## config.mk

```make
export PLATFORM = sky130hd
export DESIGN_NAME = flow_control_np
export DESIGN_NICKNAME = d
export VERILOG_FILES = /design/src/rtl/flow_control_np_pkg.sv /design/src/rtl/flow_control_np_credit_counter.sv /design/src/rtl/flow_control_np.sv
export SDC_FILE = /design/constraint.sdc
export NUM_CORES = 1
export LEC_CHECK = 0
export ABC_AREA = 1
export ABC_CLOCK_PERIOD_IN_PS = 2310
export CAP_MARGIN = 10
export CORE_MARGIN = 2
export CORE_UTILIZATION = 45
export DETAILED_ROUTE_END_ITERATION = 6
export PLACE_DENSITY = 0.8
export SETUP_SLACK_MARGIN = 0.1
export SYNTH_ARGS = -nofsm -noshare
export SYNTH_HDL_FRONTEND = slang
export SYNTH_SLANG_ARGS = --single-unit
```

## constraint.sdc

```tcl
create_clock -name clk -period 2.31 [get_ports clk]
set_input_delay 0.3465 -clock clk [delete_from_list [all_inputs] [get_ports clk]]
set_output_delay 0.3465 -clock clk [all_outputs]
set_load 0.05 [all_outputs]
```

## src/rtl/flow_control_np_pkg.sv

```systemverilog
// Shared switch-select codes and selection-legality helper for the credit flow-control block.
// Latency: n/a (constants and pure functions only).
// Backpressure: n/a.
package flow_control_np_pkg;

  // Default width of one switch-select code
  localparam int SW_W_DEF = 3;

  // Switch-select code of each port equals its port index
  localparam int SW_X1    = 0;
  localparam int SW_X2    = 1;
  localparam int SW_Y1    = 2;
  localparam int SW_LOCAL = 3;

  // All-ones code never names a real port, so it always means "no selection"
  localparam logic [SW_W_DEF-1:0] SW_NONE = '1;

  // A selection counts only when flagged valid and the code names an existing port
  function automatic logic sw_legal(input logic vld, input int code, input int nport);
    return vld && (code < nport);
  endfunction

endpackage

```

## src/rtl/flow_control_np_credit_counter.sv

```systemverilog
// Per-output downstream credit counter: decrements on send, increments on returned credit, saturates at DEPTH.
// Latency: count updates one clk after dec/inc; nz_o is the registered count compared with zero.
// Backpressure: nz_o=0 blocks sends; a credit arriving at zero only becomes usable the next cycle.
module flow_control_np_credit_counter #(
  parameter int DEPTH = 4,
  parameter int CW    = $clog2(DEPTH + 1)
) (
  input  logic          clk,
  input  logic          rst_n,
  input  logic          dec_i,
  input  logic          inc_i,
  output logic [CW-1:0] cnt_o,
  output logic          nz_o,
  output logic          err_o
);

  localparam logic [CW-1:0] FULL = CW'(DEPTH);

  logic [CW-1:0] cnt_q, cnt_d;
  logic          err_q, err_d;

  // Next count: send and return together cancel; an extra credit at full is flagged, not counted
  always_comb begin
    cnt_d = cnt_q;
    err_d = err_q;
    case ({dec_i, inc_i})
      2'b10: begin
        if (cnt_q != '0) cnt_d = cnt_q - CW'(1);
      end
      2'b01: begin
        if (cnt_q < FULL) cnt_d = cnt_q + CW'(1);
        else              err_d = 1'b1;
      end
      default: ;
    endcase
  end

  // Count and sticky error register; reset restores a full set of credits
  always_ff @(posedge clk or negedge rst_n) begin
    if (!rst_n) begin
      cnt_q <= FULL;
      err_q <= 1'b0;
    end else begin
      cnt_q <= cnt_d;
      err_q <= err_d;
    end
  end

  assign cnt_o = cnt_q;
  assign nz_o  = (cnt_q != '0);
  assign err_o = err_q;

endmodule

```

## src/rtl/flow_control_np.sv

```systemverilog
// Credit-based flow control for an NPORT router: grants switch selections, advances stages, returns credits.
// Latency: en_stage/en_fifo/flit_sent combinational; credit_out and credit_cnt registered (1 clk).
// Backpressure: a stage holding a flit stalls while its granted output has zero downstream credit.
module flow_control_np
  import flow_control_np_pkg::*;
#(
  parameter  int NPORT = 4,
  parameter  int SW_W  = 3,
  parameter  int DEPTH = 4,
  localparam int CW    = $clog2(DEPTH + 1)
) (
  input  logic                  clk,
  input  logic                  rst_n,
  input  logic [NPORT*SW_W-1:0] out_sw,
  input  logic [NPORT-1:0]      out_sw_vld,
  input  logic [NPORT-1:0]      valid_in,
  input  logic [NPORT-1:0]      empty_in,
  input  logic [NPORT-1:0]      credit_in,
  output logic [NPORT-1:0]      en_stage,
  output logic [NPORT-1:0]      en_fifo,
  output logic [NPORT-1:0]      flit_sent,
  output logic [NPORT-1:0]      credit_out,
  output logic [NPORT*CW-1:0]   credit_cnt,
  output logic                  credit_err
);

  logic [SW_W-1:0]        sel_code [NPORT];
  logic [NPORT-1:0]       sel_lgl;
  // grant_flat[i*NPORT+o] = output o has been granted to input i
  logic [NPORT*NPORT-1:0] grant_flat;
  logic [NPORT-1:0]       cnt_nz;
  logic [NPORT-1:0]       err_vec;
  logic [NPORT-1:0]       credit_out_q, credit_out_d;

  // Split the packed select bus and drop out-of-range or unflagged codes
  always_comb begin
    for (int o = 0; o < NPORT; o++) begin
      sel_code[o] = out_sw[o*SW_W +: SW_W];
      sel_lgl[o]  = sw_legal(out_sw_vld[o], int'(sel_code[o]), NPORT);
    end
  end

  // Per input, the lowest-index output selecting it wins; the rest see no selection
  for (genvar gi = 0; gi < NPORT; gi++) begin : g_grant
    logic [NPORT-1:0] win;
    logic             found;

    // Priority scan over outputs, lowest index first
    always_comb begin
      win   = '0;
      found = 1'b0;
      for (int o = 0; o < NPORT; o++) begin
        if (!found && sel_lgl[o] && (sel_code[o] == SW_W'(gi))) begin
          win[o] = 1'b1;
          found  = 1'b1;
        end
      end
    end

    assign grant_flat[gi*NPORT +: NPORT] = win;
  end

  // A flit crosses when the granted input holds one and the output has credit
  always_comb begin
    flit_sent = '0;
    for (int o = 0; o < NPORT; o++) begin
      for (int i = 0; i < NPORT; i++) begin
        if (grant_flat[i*NPORT + o] && valid_in[i]) flit_sent[o] = cnt_nz[o];
      end
    end
  end

  // Empty stages always advance; full ones only when their flit actually leaves
  always_comb begin
    en_stage = '0;
    en_fifo  = '0;
    for (int i = 0; i < NPORT; i++) begin
      en_stage[i] = ~valid_in[i] | (|(grant_flat[i*NPORT +: NPORT] & flit_sent));
      en_fifo[i]  = en_stage[i] & ~empty_in[i];
    end
  end

  // One credit counter per output
  for (genvar go = 0; go < NPORT; go++) begin : g_cnt
    flow_control_np_credit_counter #(
      .DEPTH (DEPTH),
      .CW    (CW)
    ) u_cnt (
      .clk   (clk),
      .rst_n (rst_n),
      .dec_i (flit_sent[go]),
      .inc_i (credit_in[go]),
      .cnt_o (credit_cnt[go*CW +: CW]),
      .nz_o  (cnt_nz[go]),
      .err_o (err_vec[go])
    );
  end

  assign credit_err   = |err_vec;
  assign credit_out_d = en_fifo;

  // Each FIFO pop returns exactly one credit upstream on the following cycle
  always_ff @(posedge clk or negedge rst_n) begin
    if (!rst_n) credit_out_q <= '0;
    else        credit_out_q <= credit_out_d;
  end

  assign credit_out = credit_out_q;

endmodule
```

### After elaboration in Yosys (flattened, before gate mapping)

Cells that the tools add are included.

* bits in registers: 20
* output and inout port bits: 29
* logic and storage cells: 214

* add/sub/neg operators: 8
* magnitude comparators: 8
* equality and inequality tests: 28
* multiplexer cells: 52
* bitwise gates (word level): 24
* reduce and logical (&&, ||, !) cells: 85

Operators with widths (number)
* logical AND 1 bit: 48
* 2-to-1 mux 1 bit: 40
* == test 3 x 2 -> 1 bit, second input constant: 8
* < comparator 3 bit, second input constant: 8
* 2-to-1 mux 3 bit: 8
* one-hot mux 3 bit (2 select lines): 4
* OR reduction 4 bit: 5
* bitwise AND 4 bit: 4
* != test 2 x 1 -> 1 bit, second input constant: 8
* adder 3 x 1 -> 3 bit, second input constant: 4
* == test 3 x 1 -> 1 bit, second input constant: 4
* logical NOT 1 bit: 12
* logical NOT 3 bit: 4
* NOT 1 bit: 12
* AND reduction 3 bit: 4
* nonzero test 3 bit: 4
* subtractor 3 x 1 -> 3 bit, second input constant: 4
* == test 2 x 1 -> 1 bit, second input constant: 4
* == test 2 bit, second input constant: 4
* AND reduction 2 bit: 4
* nonzero test 2 bit: 4
* bitwise AND 1 bit: 4
* bitwise OR 1 bit: 4

### Depth between registers and ports, before layout

Gate-level depths: netlist of run 1.

* depth in word-level cells: 25
* mapped depth: 15
* depth with buffers taken out: 15

### By module

A second synthesis of run 1 with hierarchy kept.

* cell total of the unflattened synthesis: 267
* area, all modules: 1729.2 um^2

Modules (own cells, without submodules)
* flow_control_np_credit_counter (g_cnt[0].u_cnt ...): times used 3, cells each 32, area each 255.2 um^2, seq. area each 101.3 um^2
* flow_control_np: times used 1, cells each 140, area each 709.4 um^2, seq. area each 100.1 um^2
* flow_control_np_credit_counter (g_cnt[3].u_cnt): times used 1, cells each 31, area each 254.0 um^2, seq. area each 101.3 um^2

### Worst setup path before layout of run 1

Ideal clock, no wire load.

* path kind: register to output
* start: register g_cnt[0].u_cnt.cnt_q[0]
* end: output port en_fifo[0]
* arrival: 2214 ps
* slack: -251 ps
* cell stages (with the launch flop): 7
* buffers on the path: 0
* cell sequence: dfrtp_1 > nor3_1 > o21ai_0 > nor2_1 > o221ai_1 > nand2_1 > inv_1

* cells in the longest elaborated chain, start to end: 9

Ends and longest elaborated chain
* from (decl): line flow_control_np_credit_counter.sv:19 `logic [CW-1:0] cnt_q, cnt_d;`
* from (signal assigned): line flow_control_np_credit_counter.sv:44 `cnt_q <= cnt_d;`
* nonzero test 3 bit *: line flow_control_np_credit_counter.sv:50 `assign nz_o = (cnt_q != '0);`
* 2-to-1 mux 1 bit (3 in a row): line flow_control_np.sv:68 `if (grant_flat[i*NPORT + o] && valid_in[i]) flit_sent[o] = cnt_nz[o];`
* 2-to-1 mux 1 bit *: line flow_control_np.sv:68
* bitwise AND 4 bit *: line flow_control_np.sv:78 `en_stage[i] = ~valid_in[i] | (|(grant_flat[i*NPORT +: NPORT] & flit_sent));`
* OR reduction 4 bit *: line flow_control_np.sv:78
* bitwise OR 1 bit *: line flow_control_np.sv:78
* net en_stage[0]: line flow_control_np.sv:19 `output logic [NPORT-1:0] en_stage,`
* bitwise AND 1 bit *: line flow_control_np.sv:79 `en_fifo[i] = en_stage[i] & ~empty_in[i];`
* to (decl): line flow_control_np.sv:20 `output logic [NPORT-1:0] en_fifo,`

Mark *: on every way through the listed nets, which the timed path passes. The rest lies on a longest branch.

### Final worst setup path of run 1

* start: register g_cnt[1].u_cnt.cnt_q[2]
* end: register g_cnt[1].u_cnt.cnt_q[1]

* cells in the longest elaborated chain, start to end: 8
* elaborated cells on any way between the ends: 13

Ends and longest elaborated chain
* from (decl): line flow_control_np_credit_counter.sv:19
* from (signal assigned): line flow_control_np_credit_counter.sv:44
* nonzero test 3 bit: line flow_control_np_credit_counter.sv:28, flow_control_np_credit_counter.sv:50
* 2-to-1 mux 1 bit (4 in a row): line flow_control_np.sv:68
* == test 2 x 1 -> 1 bit or == test 2 bit (tied branches): line flow_control_np_credit_counter.sv:26 `case ({dec_i, inc_i})`
* != test 2 x 1 -> 1 bit (no source line) or nonzero test 2 bit (tied branches)
* AND reduction 3 bit (no source line)

Parallel ways exist; a longest one is shown, timed or not.
A chain may end at the register's enable or synchronous reset.

==> metrics.cfg, run 1 <==
[route]
drt-pass1-iter-count=5
drc=0
post_drt_via_cell_ratio=5.431
wl_per_cell_um=17.73
wirelength_um=7161
postRouteAntennaNets=0
vias=2194
drtIter0Drc=149

[setup_path]
worstSetupStartpointType=register
crit_required_ns=2.45
endpoint_kind=register
critical_path_class=register to register
max_stage_delay_ns=0.48
cp_common_cell=buf_4
worstPathCellList=nor3_4 > buf_4 > nor2_4 > inv_1 > nand4_1 > buf_4 > ha_1 > a211o_1 > mux2_2
cp_max_fo=5
crit_slowest_cell=dfstp_4
worst_ep_arrival_time_ns=2.52

[pwr]
max-vdd-ir-drop_mv=0.8742
power.leakage_uw=0.001576
powerDensity_nw_per_um2=841.2
power_uw=2769

[final_layout]
stdcell_area_um2=3292
diodes=0
drive_above_1_share=0.5281
final_cells=404
syn2layout_area_growth_pct=95.61
final_nets=403

[place]
gp_congestion=0.9010
numPortBuffers=58
post-place-ws_ns=-0.4475
placed_area_um2=2713
dp_hpwl_um=3580
dp_cells=373

[cts]
cts_tree=built
postCtsHoldBufs=0
cts_root_buf=clkbuf_8
cts.sinks=20
clk_path_buf_depth=2
clk_latency_ns=0.25
cts_buffers=3
clk_pin_slew_ns=0.07
htreeDepth=1

[grt]
grt_pass1_vias=1982
antenna_found_initial=0
grt_use_total=0.2671
grt_max_degree=21
overflow=0
grt_pass1_wl_um=8776

[sta]
worst_pin_slew_ns=0.5416
hold_ws_ns=0.4324
clock_skew_ns=0.002044
fin_ws_ns=-0.07009
setup_violations=7
drv_slew=0
fmaxAchievable_ghz=0.4202
rsz0062_at_grt=true
finalHoldViolCount=0
fin_crit_ns=2.380
finalCritPeriodShare=1.030
slew_headroom=0.6378

[synthesis]
synth_top_family_by_area=simple AND/OR/NAND/NOR gates
synth.area.mux_share=0.02007
synthesis.instances=234
synth_compound_area_frac=0.05428
synth_fp_nets=280
synth_fa_ha_area_frac=0.1323
yosysWarnings=0
yosysSeqAreaShare=0.3004
synth_simple_gate_area_frac=0.2959
syn_avg_cell_area_um2=7.192
synth_xor_area_frac=0.05204
ys_seq_elements=20
synth_area_um2=1683
ys_types=28

[floorplan]
fp.dieH_um=65.16
dieArea_um2=4245
io_pins=59
die_w_um=65.16
initial_core_util=0.4632
rows=22
coreArea_um2=3633

[hold_path]
hold_path_class=primary input to asynchronous set/reset pin

[flow_run]
maxCapViolCount=0

[run_status]
violations=setup timing
status=finished, violations left

report_power, final:
part	switching (uW)	internal [uW]	total [uW]	leakage [uW]
Sequential	171	505	676	0.000219
Combinational	1050	781	1830	0.00133
Clock	115	152	266	0.0000288
sequential cells by signal, summed over array words and instances, names as in the netlist:
name / cells
g_cnt.u_cnt.cnt_o: 12
credit_out: 4
g_cnt.u_cnt.err_o: 4
kinds of logic (layout without fill, tap and decap cells):
logic type / count (synthesis) / after routing
and+or+nand+nor: 111 / 111
DFF: 20 / 20
adders and majority gates: 16 / 16
muxes: 3 / 3
buffers and inverters: 61 / 183
xor gates and xnor gates: 10 / 10
AOI/OAI and AO/OA: 13 / 13
final timing paths:
check | from | end | slack, ns | cells past startpoint
hold reg to reg | g_cnt[3].u_cnt.err_o$_DFFE_PN0P_ | g_cnt[3].u_cnt.err_o$_DFFE_PN0P_ | 0.49 | 2
hold / removal | rst_n | credit_out[0]$_DFF_PN0_ | 0.43 | 2
max in group asynchronous | rst_n | g_cnt[0].u_cnt.cnt_o[2]$_DFFE_PN1P_ | 1.61 | 2
setup / recovery | g_cnt[1].u_cnt.cnt_o[2]$_DFFE_PN1P_ | g_cnt[1].u_cnt.cnt_o[1]$_DFFE_PN0P_ | -0.07 | 9
min in group clk | g_cnt[3].u_cnt.err_o$_DFFE_PN0P_ | g_cnt[3].u_cnt.err_o$_DFFE_PN0P_ | 0.49 | 2
setup reg to reg | g_cnt[1].u_cnt.cnt_o[2]$_DFFE_PN1P_ | g_cnt[1].u_cnt.cnt_o[1]$_DFFE_PN0P_ | -0.07 | 9
placed cells by master, fill, tap and decap left out, types with 9 or more instances in the layout:
master	count
buf_4	58
inv_1	41
clkdlybuf4s50_1	26
nand2_1	24
nor2_4	20
inv_2	16
dfrtp_1	14
nand2_2	12
clkbuf_2	12
nor2_1	11
buf_12	11
nand4_1	9
synth_stat cells:
library cell,count,share of area
o22ai_1,1,0.0037
nand3_1,15,0.045
nor2_1,34,0.076
or2_2,1,0.0037
mux2_2,3,0.020
nand3b_1,2,0.0089
o211ai_1,1,0.0045
o221ai_1,1,0.0052
inv_1,57,0.13
xor2_1,4,0.021
dfstp_2,4,0.062
ha_1,13,0.097
a21oi_1,1,0.0030
o21bai_4,1,0.011
buf_4,4,0.018
o21ai_0,6,0.018
nor3_1,7,0.021
nor4_1,1,0.0037
nand2_2,1,0.0037
nand2_1,36,0.080
nand4_1,9,0.033
nor2_2,4,0.015
xnor2_1,6,0.031
dfrtp_1,16,0.24
nand3_2,1,0.0059
fa_1,3,0.036
a31oi_1,1,0.0037
a211o_1,1,0.0052
layer usage:
layer | vias up | global-route usage | share of wire
li1 | 967 | - | -
met1 | 1050 | 0.3086 | 0.37
met2 | 135 | 0.5013 | 0.52
met3 | 42 | 0.05308 | 0.069
met4 | 0 | 0.07031 | 0.048
met5 | - | 0 | 0
what timing repair did:
action	in CTS	in global routing
resized for setup	82	81
pin swaps	36	45
hold endpoints to repair	0	0
buffers inserted	16	11
endpoints found under the setup margin	24	23
critical path: cells and delay by family, from the launching register on:
family          cells  cell delay, ns
compound gates      1            0.30
fa+ha+maj           1            0.27
buf+inv             3            0.45
flops               1            0.48
mux                 1            0.27
simple gates        3            0.48
stage by stage:
stage                       util  setup TNS (ns)
after floorplan                -               0
after CTS                 0.8416               0
after global routing      0.9060          -1.140
after global placement    0.7466          -5.051
final                     0.9060         -0.3064
after detailed placement  0.7466          -6.244
area by class of cell:
cell class	instances	area, um2
clock buffers	4	55.05
fillers	163	341.6
inverters	57	214.0
multi-input cells	153	1325
flip-flops and latches	20	511.7
well taps	48	60.06
repair buffers	122	1126
No activity file was read; power rests on OpenSTA's default activity.
==> run 2: changes to the inputs <==
- SLEW_MARGIN: default -> 30
==> results of run 2 <==
Final layout, timing and power as in run 1 (identical DEF).
==> run 3: changes to the inputs <==
- CORE_UTILIZATION: 45 -> 46
- PLACE_DENSITY: 0.8 -> 0.81
- SYNTH_HIERARCHICAL: default -> 1
==> metrics.cfg, run 3 <==
[run_status]
status=aborted with a tool error
haltStage=global routing
stop_error=[ERROR GRT-0232] Routing congestion too high. Check the congestion heatmap in the GUI.

[synthesis]
synth_top_area_frac=0.2315
synth_edf_count=0
synth_top_area_cell=dfrtp_1
synth_fp_nets=305
ys_types=24
ys_seq_elements=20
synthFlopType=dfrtp_1
async_flop_share=1.000
synthTopCellsByArea=dfrtp_1, nand2_1, inv_1
yosysSeqAreaShare=0.2923
yosysWarnings=6
yosysMostFrequentCell=nand2_1
synthesis.instances=267
yosys-top-cells-count=nand2_1, inv_1, nand3_1, nor2_1
synth_area_um2=1729
syn_avg_cell_area_um2=6.476

[grt]
grt_max_degree=21
grt_use_total=0.9084
overflow=286

[cts]
clk_path_buf_depth=2
cts_buffers=3
cts.sinks=20
cts_root_buf=clkbuf_8
postCtsHoldBufs=0
htreeDepth=1

[floorplan]
fp.dieH_um=65.31
die_w_um=65.31
initial_core_util=0.4759
io_pins=59
rows=22

[sta]
worst_endpoint=g_cnt[0].u_cnt/cnt_o[2]$_DFFE_PN1P_/D
worst-ep-kind=register input

[place]
placed_area_um2=2818
numPortBuffers=58
gp_congestion=0.8827
dp_hpwl_um=4116

## run 3: changes by cell type after synthesis, sizes merged, moves of 4 or more
cell   previous run  this run
buf               4         0
ha               13         4
nand2            37        60
nand3            16        40
nand4             9         5
nor2             38        45
nor3              7        16
o21ai             6         0
xor2              4         0
## run 3: per-stage QoR
| stage | setup WS, ns | cells | utilization | setup TNS, ns | hold WS (ns) |
|---|---|---|---|---|---|
| after floorplan | -0.06529 | 267 | - | -0.1946 | 0.05091 |
| after global placement | -0.2829 | 413 | 0.7755 | -4.147 | 0.4486 |
| after detailed placement | -0.3488 | 413 | 0.7755 | -5.063 | 0.4536 |
| after CTS | -0.02217 | 435 | 0.8998 | -0.02217 | 0.4420 |
## run 3: metal layers
| metal | GRT overflow | track usage |
|---|---|---|
| met1 | 1 | 0.8288 |
| met2 | 210 | 1.203 |
| met3 | 6 | 0.6712 |
| met4 | 69 | 0.9844 |
| met5 | 0 | 0.2361 |
## run 3: cells by family after synthesis
logic type | after synthesis | synth area share
AOI/OAI and AO/OA | 3 | 0.01230
xor gates and xnor gates | 4 | 0.02026
adders and majority gates | 8 | 0.07526
buffers and inverters | 54 | 0.1172
DFF | 20 | 0.2923
and+or+nand+nor | 178 | 0.4826
## run 3: what timing repair did
action,in CTS
buffers inserted,18
pin swaps,31
setup endpoints to repair,22
gates resized for setup,90
==> run 4: changes to the inputs <==
- CORE_UTILIZATION: 46 -> 35
- PLACE_DENSITY: 0.81 -> default
- PLACE_DENSITY_LB_ADDON: default -> 0.15
- SETUP_SLACK_MARGIN: 0.1 -> default
==> metrics.cfg, run 4 <==
[run_status]
status=finished, violations left
violations=setup timing

[sta]
worst_pin_slew_ns=0.4979
drv_slew=0
fmaxAchievable_ghz=0.4297
finalCritPeriodShare=1.008
slew_headroom=0.6670
hold_ws_ns=0.4291
rsz0062_at_grt=true
finalHoldViolCount=0
fin_ws_ns=-0.01745
clock_skew_ns=0.007367
setup_violations=1
fin_crit_ns=2.327
tns_ns=-0.01745

[setup_path]
worstPathCellList=dlygate4sd2_1 > nand4_1 > nand2_2 > buf_4 > buf_4 > nor3_1 > nand3_1 > nand2_2 > nor2_2 > nor2_2 > buf_6
worstSetupStartpointType=primary input
crit_family=simple AND/OR/NAND/NOR gates
worst_r2r_startpoint=g_cnt[1].u_cnt/cnt_o[0]$_DFFE_PN0P_
crit_buf_inv=4
max_stage_delay_ns=0.29
worst_ep_arrival_time_ns=1.98
crit_required_ns=1.96
startpoint=out_sw[4]
endpoint_kind=primary output
crit_cells=11
worst-r2r-cell-count=13
cp_max_fo=6
critical_path_class=primary input to primary output
crit_slowest_cell=dlygate4sd2_1

[grt]
overflow=0
grt_pass1_wl_um=8728
antenna_found_initial=0
grt_max_degree=21
grt_pass1_vias=2072
grt_use_total=0.2036

[place]
numPortBuffers=58
placed_area_um2=2818
post-place-ws_ns=-0.3854
dp_hpwl_um=3915
gp_congestion=0.9071

[synthesis]
synth_area_um2=1729
yosysSeqAreaShare=0.2923
synthTopCellsByArea=dfrtp_1, nand2_1, inv_1
synth_edf_count=0
synthFlopType=dfrtp_1
synthesis.instances=267
synth_top_area_cell=dfrtp_1
yosys-top-cells-count=nand2_1, inv_1, nand3_1, nor2_1
syn_avg_cell_area_um2=6.476
ys_types=24
synth_top_area_frac=0.2315
async_flop_share=1.000
yosysMostFrequentCell=nand2_1
yosysWarnings=6
synth_fp_nets=305
ys_seq_elements=20

[final_layout]
diodes=0
final_cell_mix=buf_4, inv_1, nand2_1, nand3_1, clkdlybuf4s50_1
regArea_um2=510.5
final_common_cell=buf_4
utilization=0.6805
stdcell_area_um2=3236
largest_reg_flops=12
syn2layout_area_growth_pct=87.12
multi_input_area_um2=1375
fill_cells=414
drive_above_1_share=0.4545
final_nets=424

[flow_run]
maxCapViolCount=0

[route]
drc=0
wl_per_cell_um=11.92
vias=2145
drt-pass1-iter-count=4
post_drt_via_cell_ratio=4.746
drtIter0Drc=94
wirelength_um=5387
postRouteAntennaNets=0

[cts]
cts_buffers=3
htreeDepth=1
cts.sinks=20
cts_root_buf=clkbuf_8
clk_path_buf_depth=2
clk_latency_ns=0.26
clk_pin_slew_ns=0.08
cts_tree=built

[floorplan]
rows=25
fp.dieH_um=74.29
initial_core_util=0.3637
io_pins=59
dieArea_um2=5519
coreArea_um2=4755
die_w_um=74.29

[pwr]
max-vdd-ir-drop_mv=0.7397
powerDensity_nw_per_um2=779.9
power.leakage_uw=0.001553

[hold_path]
hold_path_class=primary input to asynchronous set/reset pin

run 4: cell counts after synthesis:
Identical to the previous run, type by type.
run 4: repair_timing:
action,4_1_cts,5_1_grt
hold buffers,0,0
cloned,0,0
endpoints found under the setup margin,19,13
setup buffers,14,1
pin swaps,28,15
gates resized for setup,63,49
run 4: layer usage:
layer,vias up,share of wire,global-route usage
li1,1085,-,-
met1,1003,0.41,0.2375
met2,49,0.53,0.3849
met3,8,0.046,0.04336
met4,0,0.017,0.03968
met5,-,0,0
run 4: worst paths after layout:
path / slack [ns] / endpoint
max: -0.02 / en_fifo[3]
min: 0.43 / g_cnt[3].u_cnt/cnt_o[0]$_DFFE_PN0P_
max reg2reg: 0.14 / g_cnt[1].u_cnt/cnt_o[2]$_DFFE_PN1P_
min reg2reg: 0.46 / g_cnt[0].u_cnt/err_o$_DFFE_PN0P_
max in group asynchronous: 1.60 / g_cnt[0].u_cnt/cnt_o[2]$_DFFE_PN1P_
min in group clk: 0.46 / g_cnt[0].u_cnt/err_o$_DFFE_PN0P_
run 4: cell families after synthesis:
kind of cell | count (synthesis) | synth area share
buffers and inverters | 54 | 0.1172
xor gates and xnor gates | 4 | 0.02026
DFF | 20 | 0.2923
adders and majority gates | 8 | 0.07526
and+or+nand+nor | 178 | 0.4826
AOI/OAI and AO/OA | 3 | 0.01230
run 4: layout make-up:
cell class                 instances  area share
tap                               67     0.02591
timing repair buffer             114      0.3132
sequential                        20      0.1578
clock buffer                       4     0.01392
multi-input combinational        193      0.4250
inverter                          54     0.06419
run 4: stage by stage:
| step | instances | total power, uW |
|---|---|---|
| final | 452 | 2524 |
| after global routing | 452 | 2714 |
| after CTS | 451 | 2463 |
| after detailed placement | 433 | 2173 |
| after global placement | 433 | 2164 |
| after floorplan | 267 | 1611 |
run 4: power breakdown:
group | leakage, uW | internal (uW) | switching [uW]
sequential | 0.000222 | 490 | 134
combinational | 0.00131 | 646 | 1010
clock | 0.0000228 | 123 | 117
run 4: worst reg2reg max path: cells and delay by family (launching register included):
kind                       cells  cell delay, ns
xor gates and xnor gates       1            0.17
and+or+nand+nor                8            0.83
buffers and inverters          3            0.31
adders and majority gates      1            0.38
DFF                            1            0.41
